`src/rtl/axi_lite_bram_ctrl_if.sv`:
```
// AXI4-Lite slave-side bus bundle for the BRAM controller.
// The slave modport is the controller's view; master is the initiator's view.
interface axi_lite_bram_ctrl_if #(
    parameter int DATA_WIDTH     = 64,
    parameter int AXI_ADDR_WIDTH = 32
);
    logic [AXI_ADDR_WIDTH-1:0] awaddr;
    logic                      awvalid;
    logic                      awready;
    logic [DATA_WIDTH-1:0]     wdata;
    logic [DATA_WIDTH/8-1:0]   wstrb;
    logic                      wvalid;
    logic                      wready;
    logic [1:0]                bresp;
    logic                      bvalid;
    logic                      bready;
    logic [AXI_ADDR_WIDTH-1:0] araddr;
    logic                      arvalid;
    logic                      arready;
    logic [DATA_WIDTH-1:0]     rdata;
    logic [1:0]                rresp;
    logic                      rvalid;
    logic                      rready;

    modport slave (
        input  awaddr, awvalid, wdata, wstrb, wvalid, bready, araddr, arvalid, rready,
        output awready, wready, bresp, bvalid, arready, rdata, rresp, rvalid
    );

    modport master (
        output awaddr, awvalid, wdata, wstrb, wvalid, bready, araddr, arvalid, rready,
        input  awready, wready, bresp, bvalid, arready, rdata, rresp, rvalid
    );
endinterface

```
`src/rtl/axi_lite_bram_ctrl.sv`:
```
// AXI4-Lite slave driving a single-port BRAM with 1-cycle read latency.
// One transaction in flight; reads and writes are arbitrated round-robin.
// Addresses with any bit set above the BRAM range complete with SLVERR and
// never touch the RAM.
module axi_lite_bram_ctrl #(
    parameter int DATA_WIDTH     = 64,
    parameter int ADDR_WIDTH     = 19,
    parameter int AXI_ADDR_WIDTH = 32
) (
    input  logic                    clk,
    input  logic                    rstn,
    axi_lite_bram_ctrl_if.slave     s_axi,
    output logic                    ram_clk,
    output logic                    ram_en,
    output logic [DATA_WIDTH/8:0]   ram_we,
    output logic [ADDR_WIDTH-1:0]   ram_addr,
    output logic [DATA_WIDTH-1:0]   ram_wrdata,
    input  logic [DATA_WIDTH-1:0]   ram_rddata
);
    localparam int         STRB_W      = DATA_WIDTH / 8;
    localparam int         LSB         = $clog2(STRB_W);
    localparam logic [1:0] RESP_OKAY   = 2'b00;
    localparam logic [1:0] RESP_SLVERR = 2'b10;

    typedef enum logic [2:0] {
        IDLE    = 3'd0,
        WR_ACC  = 3'd1,
        WR_RESP = 3'd2,
        RD_ACC  = 3'd3,
        RD_CAP  = 3'd4,
        RD_RESP = 3'd5
    } state_t;

    state_t state, state_n;

    logic                  prio_wr;      // 1: write wins the next tie
    logic                  err_q;        // current transaction is out of range
    logic [STRB_W-1:0]     wstrb_q;
    logic [DATA_WIDTH-1:0] rdata_q;
    logic [ADDR_WIDTH-1:0] ram_addr_q;
    logic [DATA_WIDTH-1:0] ram_wrdata_q;

    logic                  wr_pend;
    logic                  rd_pend;
    logic                  grant_wr;
    logic                  grant_rd;
    logic                  wr_err;
    logic                  rd_err;
    logic [ADDR_WIDTH-1:0] wr_word_addr;
    logic [ADDR_WIDTH-1:0] rd_word_addr;
    logic                  unused_sub_word;

    assign wr_pend = s_axi.awvalid && s_axi.wvalid;
    assign rd_pend = s_axi.arvalid;
    assign wr_err  = |s_axi.awaddr[AXI_ADDR_WIDTH-1:ADDR_WIDTH];
    assign rd_err  = |s_axi.araddr[AXI_ADDR_WIDTH-1:ADDR_WIDTH];

    // Sub-word address bits are dropped: byte strobes select lanes instead.
    assign wr_word_addr    = {s_axi.awaddr[ADDR_WIDTH-1:LSB], {LSB{1'b0}}};
    assign rd_word_addr    = {s_axi.araddr[ADDR_WIDTH-1:LSB], {LSB{1'b0}}};
    assign unused_sub_word = ^{s_axi.awaddr[LSB-1:0], s_axi.araddr[LSB-1:0]};

    assign ram_clk     = clk;
    assign ram_addr    = ram_addr_q;
    assign ram_wrdata  = ram_wrdata_q;
    assign s_axi.rdata = rdata_q;

    // State register; reset abandons any transaction without a response.
    always_ff @(posedge clk or negedge rstn) begin
        if (!rstn) begin
            state <= IDLE;
        end else begin
            state <= state_n;
        end
    end

    // Arbitration, next state and all handshake / RAM strobe outputs.
    always_comb begin
        state_n       = state;
        grant_wr      = 1'b0;
        grant_rd      = 1'b0;
        s_axi.awready = 1'b0;
        s_axi.wready  = 1'b0;
        s_axi.arready = 1'b0;
        s_axi.bvalid  = 1'b0;
        s_axi.bresp   = RESP_OKAY;
        s_axi.rvalid  = 1'b0;
        s_axi.rresp   = RESP_OKAY;
        ram_en        = 1'b0;
        ram_we        = '0;
        case (state)
            IDLE: begin
                if (wr_pend && (!rd_pend || prio_wr)) begin
                    grant_wr      = 1'b1;
                    s_axi.awready = 1'b1;
                    s_axi.wready  = 1'b1;
                    state_n       = WR_ACC;
                end else if (rd_pend) begin
                    grant_rd      = 1'b1;
                    s_axi.arready = 1'b1;
                    state_n       = RD_ACC;
                end
            end
            WR_ACC: begin
                ram_en  = !err_q;
                ram_we  = {1'b0, wstrb_q} & {(STRB_W + 1){!err_q}};
                state_n = WR_RESP;
            end
            WR_RESP: begin
                s_axi.bvalid = 1'b1;
                s_axi.bresp  = err_q ? RESP_SLVERR : RESP_OKAY;
                if (s_axi.bready) begin
                    state_n = IDLE;
                end
            end
            RD_ACC: begin
                ram_en  = !err_q;
                state_n = RD_CAP;
            end
            RD_CAP: begin
                state_n = RD_RESP;
            end
            RD_RESP: begin
                s_axi.rvalid = 1'b1;
                s_axi.rresp  = err_q ? RESP_SLVERR : RESP_OKAY;
                if (s_axi.rready) begin
                    state_n = IDLE;
                end
            end
            default: begin
                state_n = IDLE;
            end
        endcase
    end

    // Latch the granted request, track round-robin priority, capture read data.
    always_ff @(posedge clk or negedge rstn) begin
        if (!rstn) begin
            prio_wr      <= 1'b1;
            err_q        <= 1'b0;
            wstrb_q      <= '0;
            rdata_q      <= '0;
            ram_addr_q   <= '0;
            ram_wrdata_q <= '0;
        end else begin
            if (grant_wr) begin
                prio_wr <= 1'b0;
                err_q   <= wr_err;
                wstrb_q <= s_axi.wstrb;
                // RAM-side address/data only move when a RAM access follows.
                if (!wr_err) begin
                    ram_addr_q   <= wr_word_addr;
                    ram_wrdata_q <= s_axi.wdata;
                end
            end
            if (grant_rd) begin
                prio_wr <= 1'b1;
                err_q   <= rd_err;
                if (!rd_err) begin
                    ram_addr_q <= rd_word_addr;
                end
            end
            if (state == RD_CAP) begin
                rdata_q <= err_q ? '0 : ram_rddata;
            end
        end
    end
endmodule

```
`src/flat_wrapper.sv`:
```
// flat-port wrapper written by rule: the top's interface ports become plain ports
module axi_lite_bram_ctrl_flat 
#(
    parameter int DATA_WIDTH     = 64,
    parameter int ADDR_WIDTH     = 19,
    parameter int AXI_ADDR_WIDTH = 32
)
  (clk, rstn, ram_clk, ram_en, ram_we, ram_addr, ram_wrdata, ram_rddata, s_axi_awaddr, s_axi_awvalid, s_axi_wdata, s_axi_wstrb, s_axi_wvalid, s_axi_bready, s_axi_araddr, s_axi_arvalid, s_axi_rready, s_axi_awready, s_axi_wready, s_axi_bresp, s_axi_bvalid, s_axi_arready, s_axi_rdata, s_axi_rresp, s_axi_rvalid);
  axi_lite_bram_ctrl_if #(.DATA_WIDTH(DATA_WIDTH), .AXI_ADDR_WIDTH(AXI_ADDR_WIDTH)) s_axi_i ();
  input  logic clk;
  input  logic rstn;
  output logic ram_clk;
  output logic ram_en;
  output logic [DATA_WIDTH/8:0] ram_we;
  output logic [ADDR_WIDTH-1:0] ram_addr;
  output logic [DATA_WIDTH-1:0] ram_wrdata;
  input  logic [DATA_WIDTH-1:0] ram_rddata;
  input wire logic [$bits(s_axi_i.awaddr)-1:0] s_axi_awaddr;
  input wire logic [$bits(s_axi_i.awvalid)-1:0] s_axi_awvalid;
  input wire logic [$bits(s_axi_i.wdata)-1:0] s_axi_wdata;
  input wire logic [$bits(s_axi_i.wstrb)-1:0] s_axi_wstrb;
  input wire logic [$bits(s_axi_i.wvalid)-1:0] s_axi_wvalid;
  input wire logic [$bits(s_axi_i.bready)-1:0] s_axi_bready;
  input wire logic [$bits(s_axi_i.araddr)-1:0] s_axi_araddr;
  input wire logic [$bits(s_axi_i.arvalid)-1:0] s_axi_arvalid;
  input wire logic [$bits(s_axi_i.rready)-1:0] s_axi_rready;
  output wire logic [$bits(s_axi_i.awready)-1:0] s_axi_awready;
  output wire logic [$bits(s_axi_i.wready)-1:0] s_axi_wready;
  output wire logic [$bits(s_axi_i.bresp)-1:0] s_axi_bresp;
  output wire logic [$bits(s_axi_i.bvalid)-1:0] s_axi_bvalid;
  output wire logic [$bits(s_axi_i.arready)-1:0] s_axi_arready;
  output wire logic [$bits(s_axi_i.rdata)-1:0] s_axi_rdata;
  output wire logic [$bits(s_axi_i.rresp)-1:0] s_axi_rresp;
  output wire logic [$bits(s_axi_i.rvalid)-1:0] s_axi_rvalid;
  assign s_axi_i.awaddr = s_axi_awaddr;
  assign s_axi_i.awvalid = s_axi_awvalid;
  assign s_axi_i.wdata = s_axi_wdata;
  assign s_axi_i.wstrb = s_axi_wstrb;
  assign s_axi_i.wvalid = s_axi_wvalid;
  assign s_axi_i.bready = s_axi_bready;
  assign s_axi_i.araddr = s_axi_araddr;
  assign s_axi_i.arvalid = s_axi_arvalid;
  assign s_axi_i.rready = s_axi_rready;
  assign s_axi_awready = s_axi_i.awready;
  assign s_axi_wready = s_axi_i.wready;
  assign s_axi_bresp = s_axi_i.bresp;
  assign s_axi_bvalid = s_axi_i.bvalid;
  assign s_axi_arready = s_axi_i.arready;
  assign s_axi_rdata = s_axi_i.rdata;
  assign s_axi_rresp = s_axi_i.rresp;
  assign s_axi_rvalid = s_axi_i.rvalid;
  axi_lite_bram_ctrl #(.DATA_WIDTH(DATA_WIDTH), .ADDR_WIDTH(ADDR_WIDTH), .AXI_ADDR_WIDTH(AXI_ADDR_WIDTH)) u_core (.clk(clk), .rstn(rstn), .s_axi(s_axi_i), .ram_clk(ram_clk), .ram_en(ram_en), .ram_we(ram_we), .ram_addr(ram_addr), .ram_wrdata(ram_wrdata), .ram_rddata(ram_rddata));
endmodule
```
`config.mk`:
```
export PLATFORM = sky130hd
export DESIGN_NAME = axi_lite_bram_ctrl_flat
export DESIGN_NICKNAME = d
export VERILOG_FILES = /design/src/rtl/axi_lite_bram_ctrl_if.sv /design/src/rtl/axi_lite_bram_ctrl.sv /design/src/flat_wrapper.sv
export SDC_FILE = /design/constraint.sdc
export NUM_CORES = 1
export LEC_CHECK = 0
export ABC_AREA = 1
export CAP_MARGIN = 0
export CORE_AREA = 5 5 144 146
export CTS_CLUSTER_SIZE = 20
export DETAILED_ROUTE_END_ITERATION = 12
export DIE_AREA = 0 0 149 151
export DONT_BUFFER_PORTS = 1
export PLACE_DENSITY = 0.61
export SYNTH_ARGS = -nofsm -noshare
export SYNTH_HDL_FRONTEND = slang
export SYNTH_SLANG_ARGS = --single-unit
export TNS_END_PERCENT = 100
```
`constraint.sdc`:
```
create_clock -name clk -period 1.35 [get_ports clk]
set_input_delay 0.0675 -clock clk [delete_from_list [all_inputs] [get_ports clk]]
set_output_delay 0.0675 -clock clk [all_outputs]
set_load 0.02 [all_outputs]
```
Word-level counts from Yosys, hierarchy flattened

Index checks and enable logic that the tools add are counted.

Equality and inequality tests: 8
Mux-type cells: 26
Bitwise gates (word level): 2
Reductions and logical operators: 12

Operator list:

| operator             | number |
|---|---|
| $mux W19             | 4 |
| $mux W64             | 1 |
| $reduce_or A13 Y1    | 2 |
| $pmux W3 S6          | 1 |
| $mux W1              | 12 |
| $mux W3              | 4 |
| $and A8 B9 Y9        | 1 |
| $mux W9              | 1 |
| $eq A3 B2 Y1 const B | 2 |
| $eq A3 B3 Y1 const B | 2 |
| $mux W2              | 3 |
| $ne A2 B2 Y1 const B | 2 |
| $eq A3 B1 Y1 const B | 1 |
| $logic_not A3 Y1     | 1 |
| $ne A3 B2 Y1 const B | 1 |
| $reduce_and A3 Y1    | 1 |
| $logic_and A1 B1 Y1  | 2 |
| $logic_not A1 Y1     | 2 |
| $reduce_and A2 Y1    | 1 |
| $reduce_bool A2 Y1   | 1 |
| $reduce_or A2 Y1     | 1 |
| $logic_or A1 B1 Y1   | 1 |
| $not A1 Y1           | 1 |

Register bits after elaboration: 160
Bits of input ports: 207
Output and inout port bits: 167
Word-level logic and storage cells: 55

Depth between registers and ports, before layout

Gate-level depths: netlist of the first run.

Depth after elaboration: 8
Mapped depth: 10
Mapped depth without buffers: 9

==> metrics.txt, run 1 <==
largest net degree at the start of global routing 161; final global-route overflow total 0; max-slew violation total from the final report 0; Avg Vias per Cell 5.343; register bit count reported by yosys 160; Leakage 5.868 nW; register share of total power 37.8%; area leader, netlist dfrtp_1; fmax 0.5942 GHz; violations in the final reports negative hold slack, negative setup slack; share of synthesized area occupied by flip-flops and latches 58.43%; path class of the lowest-slack min-delay path in -> async; main combinational cell family by area after synthesis simple AND/OR/NAND/NOR gates; Async S/R FF share, synth 100.0%; kind of start point of the critical path flop; total power density per cell area 1361 nW/um2; internal power summed over all cells 0.01078 W; placeable core region 19270 um2; Starting DRT DRC Count 352; fraction of layout instances using a drive strength above 1 33.67%; total length of routed wires 29040 um; crit path DAT 1.97 ns; TritonCTS sink count 160; unrepaired setup endpoints after global routing true; count of warnings emitted by yosys 0; Final Critical Period 1.683 ns; number of instances in the synthesized netlist 818; Clock Pin Slew Worst Setup and Hold Paths 0.07 ns; I/O pin total 374; width of the chip 149 um; quantity of hold-fixing buffers added after cts 171; area fraction in and, or, nand and nor cells after synthesis 28.82%; root buffer cell clkbuf_16; Die ar. 22500 um2; multiplexer area fraction after synthesis 0%; global-route wire length before repair 40240 um; number of buffer cells added on primary ports 0; starting utilization of the core area 35.57%; critical path, cell by cell inv_2 -> buf_6 -> buf_6 -> buf_6 -> nand2_8 -> buf_12 -> buf_12 -> o21ai_0 -> nand2_1; CP delay by family, top buffers and inverters; number of max-capacitance violations reported 0; nature of the critical path endpoint flop; Pre-Repair DR Iteration Count 5; fraction of post-synthesis cell area in the top cell type by area 58.05%; DR DRC count 0; clock buffer count from CTS 17; Rows 51; Area contributors post-synth dfrtp_1 58%, nand2_1 18%, nand3_1 5.9%, o21ai_0 5.3%, inv_1 2.6%; Final Wtd Congestion 0.8360; prevailing post-synth register cell dfrtp_1; net total in the final layout 1269; total buffers and inverters traversed by the critical path 6; gr usage total 22.97%; post-synthesis adder-cell area fraction 0%; setup slack at placement -0.1914 ns; crit share post-route 124.7%; number of library cell types mapped by synthesis 26; total inserted antenna cells 0; cell area after synthesis 6854 um2; Post-Route Skew 0.01361 ns; final hold violations 160; per-cell routed wire length 21.67 um; total of endpoints with negative setup slack in the final report 175; largest stage delay on the critical path 0.41 ns; Clock Latency Late Sink 0.43 ns; die outline height 151 um; clock network fraction of design power 31.1%; number of synthesized flops with an enable pin 0; most common cell in the netlist nand2_1; crit-path max FO 7; number of routed nets with antenna violations 0; via count of the first global-routing pass 7284; area delta synth->final 76.56%; critical path class reg -> reg; maximum ir drop on the vdd rail 0.7784 mV; net switching share of the total power 34.56%; Comb pwr share 31.1%; via total after detailed routing 7159; switching component of the power 0.005692 W; Syn Area/Cell 8.379 um2; xor/xnor cell area share of the yosys netlist 0%; most used standard cells in the synthesized netlist 333 x nand2_1, 159 x dfrtp_1, 81 x nand3_1, 73 x o21ai_0, 48 x inv_1; Clock Tree Buf Depth 2; minimum setup slack in the final design -0.3329 ns; clock tree from TritonCTS built; post-synthesis compound-gate area fraction 5.677%; DPL Wire Length 14460 um; initial antenna violation count 1; Data required, critical path 1.63 ns; Worst path most repeated cell buf_6; slowest cell on the critical path dfrtp_1; htree depth 4; final-layout setup total negative slack -38.95 ns; status finished, violations left; Hold Slack -0.6631 ns
-- final timing paths --
check / startpoint / end / slack, ns / cells after the start
setup / recovery: u_core.state[1] / u_core.s_axi.rdata[27] / -0.33 / 9
min in group clk: clk / ram_clk / 0.07 / 0
setup reg to reg: u_core.state[1] / u_core.s_axi.rdata[27] / -0.33 / 9
hold / removal: rstn / u_core.s_axi.rdata[37] / -0.66 / 0
hold reg to reg: u_core.state[0] / u_core.state[2] / 0.49 / 2
max in group asynchronous: rstn / u_core.prio_wr / 1.77 / 0
-- power by group through the flow --
stage,Clock (W),Combinational [W],Sequential [W]
after global placement,0,0.00217,0.00625
after floorplan,0.0000865,0.00139,0.00615
final,0.00513,0.00512,0.00622
after global routing,0.00540,0.00539,0.00627
after detailed placement,0,0.00218,0.00625
after CTS,0.00517,0.00367,0.00616
-- per-stage QoR --
step	power, W	std cells	cell area [um2]	util [%]
2_1_floorplan	0.007623	820	6934	-
3_3_place_gp	0.008417	1069	7348	38.13
3_5_place_dp	0.008425	1069	7348	38.13
4_1_cts	0.01500	1324	11060	57.41
5_1_grt	0.01706	1340	12100	62.80
6_report	0.01647	1340	12100	62.80
-- layout make-up --
cell class / count / area [um2]
well taps: 265 / 331.6
clock buffers: 18 / 439.2
flip-flops and latches: 160 / 4005
fillers: 1377 / 7169
clock inverters: 14 / 172.7
inverters: 53 / 216.5
repair buffers: 278 / 3468
multi-input cells: 552 / 3468
-- sequential cells by signal (all words and copies together), names as in the netlist --
name,count
u_core.state,3
u_core.wstrb_q,8
u_core.err_q,1
u_core.prio_wr,1
u_core.s_axi.rdata,64
u_core.ram_wrdata,64
u_core.ram_addr,19
-- repair_timing --
action / 4_1_cts / 5_1_grt
hold endpoints to repair: 316 / 160
gates cloned: 21 / 10
pin swaps: 47 / 57
setup endpoints to repair: 122 / 176
buffers inserted: 31 / 11
gates resized for setup: 163 / 219
-- kinds of logic (layout without fill, tap and decap cells) --
family | Yosys count | count (layout)
other | 1 | 3
AOI/OAI and AO/OA | 77 | 77
and+or+nand+nor | 472 | 472
DFF | 160 | 160
buffers and inverters | 108 | 363
-- per-layer routing --
layer,vias up,routed length (um),track usage [%]
li1,3102,-,-
met4,2,1134,10.02
met2,482,14610,38.61
met3,91,3052,8.109
met1,3482,10220,26.62
met5,-,13,0
-- cells in the final DEF, fill, tap and decap left out, drive strengths merged --
cell / netlist / final
nand2: 334 / 334
dlygate4sd3: 0 / 171
dfrtp: 159 / 159
buf: 37 / 97
nand3: 84 / 84
o21ai: 73 / 73
inv: 52 / 59
nor2: 33 / 33
clkbuf: 18 / 26
nand4: 16 / 16
clkinv: 1 / 5
conb: 1 / 3
nor3: 3 / 3
a21oi: 2 / 2
bufinv: 0 / 2
bufbuf: 0 / 2
or2: 1 / 1
nor4: 1 / 1
o31ai: 1 / 1
o22ai: 1 / 1
clkinvlp: 0 / 1
dfstp: 1 / 1
-- worst reg2reg max path, delay by kind of cell, from the launching register on --
family / cells / cell delay [ns]
AOI/OAI and AO/OA: 1 / 0.27
buffers and inverters: 6 / 0.68
DFF: 1 / 0.41
and+or+nand+nor: 2 / 0.20
Power figures use the tool's default switching activity.
==> run 2, diff against run 1 <==
- SETUP_SLACK_MARGIN: unset -> 0.1
==> metrics.txt, run 2 (synthesis gave the netlist of run 1 again) <==
number of buffer cells added on primary ports 0 (unchanged); number of routed nets with antenna violations 0 (unchanged); final global-route overflow total 0 (unchanged); quantity of hold-fixing buffers added after cts 171 (unchanged); Clock Latency Late Sink 0.42 ns (was 0.43 ns); Leakage 5.979 nW (was 5.868 nW); DP Area 7362 um2 (was 7348 um2); unrepaired setup endpoints after global routing true (unchanged); Clock Tree Buf Depth 2 (unchanged); Data required, critical path 1.28 ns (was 1.63 ns); htree depth 4 (unchanged); crit-path max FO 8 (was 7); Critical Path End ram_we[5] (was u_core.s_axi.rdata[27]); area delta synth->final 80.85% (was 76.56%); fmax 0.5768 GHz (was 0.5942 GHz); I/O pin total 374 (unchanged); Rows 51 (unchanged); via total after detailed routing 7201 (was 7159); startpoint of the worst setup timing path u_core.state[2] (was u_core.state[1]); Post-Route Skew 0.009972 ns (was 0.01361 ns); Final Wtd Congestion 0.7994 (was 0.8360); crit path DAT 1.67 ns (was 1.97 ns); fraction of layout instances using a drive strength above 1 39.68% (was 33.67%); commonest cells after routing, fill and taps aside 171 x dlygate4sd3_1, 167 x nand2_1, 157 x dfrtp_1 (was 227 x nand2_1, 171 x dlygate4sd3_1, 159 x dfrtp_1); initial antenna violation count 1 (unchanged); Layout Cell Area excl Fill 12400 um2 (was 12100 um2); root buffer cell clkbuf_16 (unchanged); starting utilization of the core area 35.57% (unchanged); TritonCTS sink count 160 (unchanged); total of endpoints with negative setup slack in the final report 176 (was 175); global-route wire length before repair 41390 um (was 40240 um); total length of routed wires 30250 um (was 29040 um); worst reg2reg path startpoint u_core.prio_wr (was u_core.state[1]); clock buffer count from CTS 17 (unchanged); critical path class reg -> out (was reg -> reg); net total in the final layout 1270 (was 1269); Hold Slack -0.6631 ns (about the same); largest net degree at the start of global routing 161 (unchanged); path class of the lowest-slack min-delay path in -> async (unchanged); Avg Vias per Cell 5.366 (was 5.343); total power density per cell area 1317 nW/um2 (was 1361 nW/um2); Die ar. 22500 um2 (unchanged); placeable core region 19270 um2 (unchanged); violations in the final reports negative hold slack, negative setup slack (unchanged); final hold violations 160 (unchanged); DPL Wire Length 14380 um (was 14460 um); number of max-capacitance violations reported 0 (unchanged); crit share post-route 128.4% (was 124.7%); Final Critical Period 1.734 ns (was 1.683 ns); Pre-Repair DR Iteration Count 4 (was 5); utilization after layout 64.32% (was 62.80%); reg-to-reg setup timing slack -0.32 ns (was -0.33 ns); nature of the critical path endpoint output port (was flop); minimum setup slack in the final design -0.3837 ns (was -0.3329 ns); die outline height 151 um (unchanged); maximum ir drop on the vdd rail 0.7885 mV (was 0.7784 mV); kind of start point of the critical path flop (unchanged); per-cell routed wire length 22.54 um (was 21.67 um); max-slew violation total from the final report 0 (unchanged); Clock Pin Slew Worst Setup and Hold Paths 0.07 ns (about the same); FF-to-FF path depth 10 (was 9); width of the chip 149 um (unchanged); most common library cell in the layout ignoring fill and taps dlygate4sd3_1 (was nand2_1); clock tree from TritonCTS built (unchanged); gr usage total 23.60% (was 22.97%); terminus of the critical flop-to-flop path u_core.ram_wrdata[41] (was u_core.s_axi.rdata[27]); DR DRC count 0 (unchanged); via count of the first global-routing pass 7479 (was 7284); Starting DRT DRC Count 364 (was 352); status finished, violations left (unchanged)
## run 2: repair_timing
item,CTS,global route
buffers inserted,36,12
pin swaps,17,111
hold endpoints to repair,316,160
resized for setup,134,347
gates cloned,25,4
endpoints found under the setup margin,176,176
## run 2: area by class of cell
| cell class | instances | area [um2] |
|---|---|---|
| multi-input cells | 552 | 3742 |
| inverters | 53 | 224.0 |
| fillers | 1349 | 6875 |
| flip-flops and latches | 160 | 4008 |
| clock buffers | 19 | 452.9 |
| well taps | 265 | 331.6 |
| clock inverters | 13 | 172.7 |
| diodes | 1 | 2.502 |
| repair buffers | 279 | 3462 |
## run 2: where the power goes
part / total [W] / switching (W) / internal [W]
logic: 0.00494 / 0.00259 / 0.00235
registers: 0.00626 / 0.000915 / 0.00535
clock network: 0.00513 / 0.00221 / 0.00292
## run 2: worst min-delay path by stage
stage,startpoint,end,slack [ns],depth (start not counted)
final,rstn,u_core.s_axi.rdata[58],-0.66,0
after global routing,rstn,u_core.s_axi.rdata[58],-0.69,0
after CTS,rstn,u_core.s_axi.rdata[58],-0.69,0
after detailed placement,rstn,u_core.s_axi.rdata[58],-0.22,0
after global placement,rstn,u_core.s_axi.rdata[58],-0.22,0
after floorplan,rstn,u_core.err_q,-0.23,0
## run 2: metrics by stage
stage | TNS (ns) | instances | total power [W] | setup WS [ns]
4_1_cts | -37.60 | 1332 | 0.01565 | -0.3535
2_1_floorplan | -7.260 | 820 | 0.007779 | -0.1051
3_3_place_gp | -23.70 | 1068 | 0.008419 | -0.2354
3_5_place_dp | -27.56 | 1068 | 0.008453 | -0.2817
6_report | -39.16 | 1342 | 0.01633 | -0.3837
5_1_grt | -51.48 | 1342 | 0.01697 | -0.4310
## run 2: layer usage
layer  share of wire (%)  global-route usage [%]  up-vias
met5                   0                       0        -
li1                    -                       -     3103
met3                 8.8                   8.348      107
met1                  34                   25.62     3534
met2                  53                   41.16      457
met4                 4.9                   11.35        0
## run 2: worst max-delay path: stages (launching register included)
cell     delay [ns]
dfrtp_2        0.43
buf_6          0.14
nor3_4         0.22
nand2_4        0.19
nor2_2         0.27
==> run 3, diff against run 2 <==
- PLACE_DENSITY: 0.61 -> 0.59
==> metrics.txt, run 3 (synthesis gave the netlist of run 1 again) <==
status finished, violations left (unchanged); violations in the final reports negative hold slack, negative setup slack (unchanged); kind of start point of the critical path flop (unchanged); root buffer cell clkbuf_16 (unchanged); Final Critical Period 1.680 ns (was 1.734 ns); per-cell routed wire length 22.12 um (was 22.54 um); minimum setup slack in the final design -0.3295 ns (was -0.3837 ns); I/O pin total 374 (unchanged); via count of the first global-routing pass 7129 (was 7479); area occupied by multi-input gates 3725 um2 (was 3742 um2); die outline height 151 um (unchanged); Avg Vias per Cell 5.317 (was 5.366); starting utilization of the core area 35.57% (unchanged); placeable core region 19270 um2 (unchanged); fmax 0.5954 GHz (was 0.5768 GHz); DR DRC count 0 (unchanged); crit share post-route 124.4% (was 128.4%); final hold violations 160 (unchanged); area delta synth->final 82.97% (was 80.85%); Clock Tree Buf Depth 2 (unchanged); Clock Pin Slew Worst Setup and Hold Paths 0.07 ns (about the same); Pre-Repair DR Iteration Count 5 (was 4); final-layout setup total negative slack -35.00 ns (was -39.16 ns); total of endpoints with negative setup slack in the final report 175 (was 176); Post-Route Skew 0.01136 ns (was 0.009972 ns); DPL Wire Length 14250 um (was 14380 um); quantity of hold-fixing buffers added after cts 172 (was 171); critical path, cell by cell inv_4 -> buf_6 -> nand3_4 -> nor2_4 -> nand3_4 -> buf_12 -> clkinv_16 -> buf_12 -> buf_16 -> nand2_1 -> nand2_1 (was buf_6 -> nor3_4 -> nand2_4 -> nor2_2); crit path DAT 2.03 ns (was 1.67 ns); clock buffer count from CTS 17 (unchanged); total power density per cell area 1291 nW/um2 (was 1317 nW/um2); path class of the lowest-slack min-delay path in -> async (unchanged); total length of routed wires 29790 um (was 30250 um); number of routed nets with antenna violations 0 (unchanged); Clock Latency Late Sink 0.42 ns (about the same); critical path class reg -> reg (was reg -> out); maximum ir drop on the vdd rail 0.8759 mV (was 0.7885 mV); Hold Slack -0.6560 ns (was -0.6631 ns); TritonCTS sink count 160 (unchanged); clock tree from TritonCTS built (unchanged); number of fill cells in the layout 1328 (was 1349); max-slew violation total from the final report 0 (unchanged); Rows 51 (unchanged); largest stage delay on the critical path 0.41 ns (was 0.43 ns); number of buffer cells added on primary ports 0 (unchanged); most common library cell in the layout ignoring fill and taps nand2_1 (was dlygate4sd3_1); unrepaired setup endpoints after global routing true (unchanged); fraction of layout instances using a drive strength above 1 38.61% (was 39.68%); Data required, critical path 1.70 ns (was 1.28 ns); width of the chip 149 um (unchanged); Leakage 6.227 nW (was 5.979 nW); htree depth 4 (unchanged); total buffers and inverters traversed by the critical path 6 (was 1); largest net degree at the start of global routing 161 (unchanged); crit-path max FO 8 (unchanged); Final Wtd Congestion 0.7904 (was 0.7994); register area 4008 um2 (unchanged); initial antenna violation count 0 (was 1); slowest cell on the critical path dfrtp_1 (was dfrtp_2); net total in the final layout 1274 (was 1270); Starting DRT DRC Count 287 (was 364); number of max-capacitance violations reported 0 (unchanged); commonest cells after routing, fill and taps aside 184 x nand2_1, 172 x dlygate4sd3_1, 157 x dfrtp_1 (was 171 x dlygate4sd3_1, 167 x nand2_1, 157 x dfrtp_1); final global-route overflow total 0 (unchanged); CP delay by family, top buffers and inverters (was simple AND/OR/NAND/NOR gates); gr usage total 22.84% (was 23.60%); global-route wire length before repair 40000 um (was 41390 um); via total after detailed routing 7162 (was 7201); nature of the critical path endpoint flop (was output port); Die ar. 22500 um2 (unchanged); setup slack at placement -0.2178 ns (was -0.2817 ns)
[run 3: layout make-up]
type	count	area share, %
repair inverters	1	0.1596
inverters	53	1.955
multi-input cells	552	29.70
flip-flops and latches	160	31.96
diodes	2	0.03991
repair buffers	282	28.88
clock buffers	19	3.452
clock inverters	13	1.207
well taps	265	2.644
[run 3: repair_timing]
item | CTS | global route
cloned | 30 | 10
pin swaps | 11 | 96
resized for setup | 82 | 368
hold endpoints to repair | 317 | 160
buffers inserted | 25 | 22
setup endpoints to repair | 163 | 176
[run 3: power by group]
part / total (W) / switching (W) / leakage [nW] / internal [W]
sequential: 0.00622 / 0.000872 / 2.12 / 0.00535
clock: 0.00486 / 0.00222 / 0.283 / 0.00264
combinational: 0.00511 / 0.00257 / 3.83 / 0.00255
total: 0.0162 / 0.00566 / 6.23 / 0.0105
[run 3: worst paths after layout]
check / start / endpoint / slack (ns) / depth (start not counted)
worst max register to register: u_core.state[0] / u_core.ram_wrdata[22] / -0.33 / 11
worst min-delay path: rstn / u_core.s_axi.rdata[41] / -0.66 / 0
worst max-delay path: u_core.state[0] / u_core.ram_wrdata[22] / -0.33 / 11
max in group asynchronous: rstn / u_core.prio_wr / 1.74 / 0
worst min register to register: u_core.wstrb_q[4] / u_core.wstrb_q[4] / 0.53 / 2
min in group clk: clk / ram_clk / 0.07 / 0
[run 3: through the flow]
stage          hold WS, ns  util (%)  area, um2  std cells  total power [W]
2_1_floorplan      -0.2281         -       7033        820         0.007779
3_3_place_gp       -0.2243     38.25       7372       1066         0.008410
3_5_place_dp       -0.2240     38.25       7372       1066         0.008436
4_1_cts            -0.6798     57.51      11080       1325          0.01524
5_1_grt            -0.6892     65.05      12540       1345          0.01681
6_report           -0.6560     65.08      12540       1347          0.01619
[run 3: routing by layer]
layer  GRT usage (%)  share of wire, %  vias to the layer above
li1                -                 -                     3109
met1           26.68                35                     3518
met2           39.10                52                      449
met3           7.092               9.0                       86
met4           9.519               3.4                        0
met5               0                 0                        -
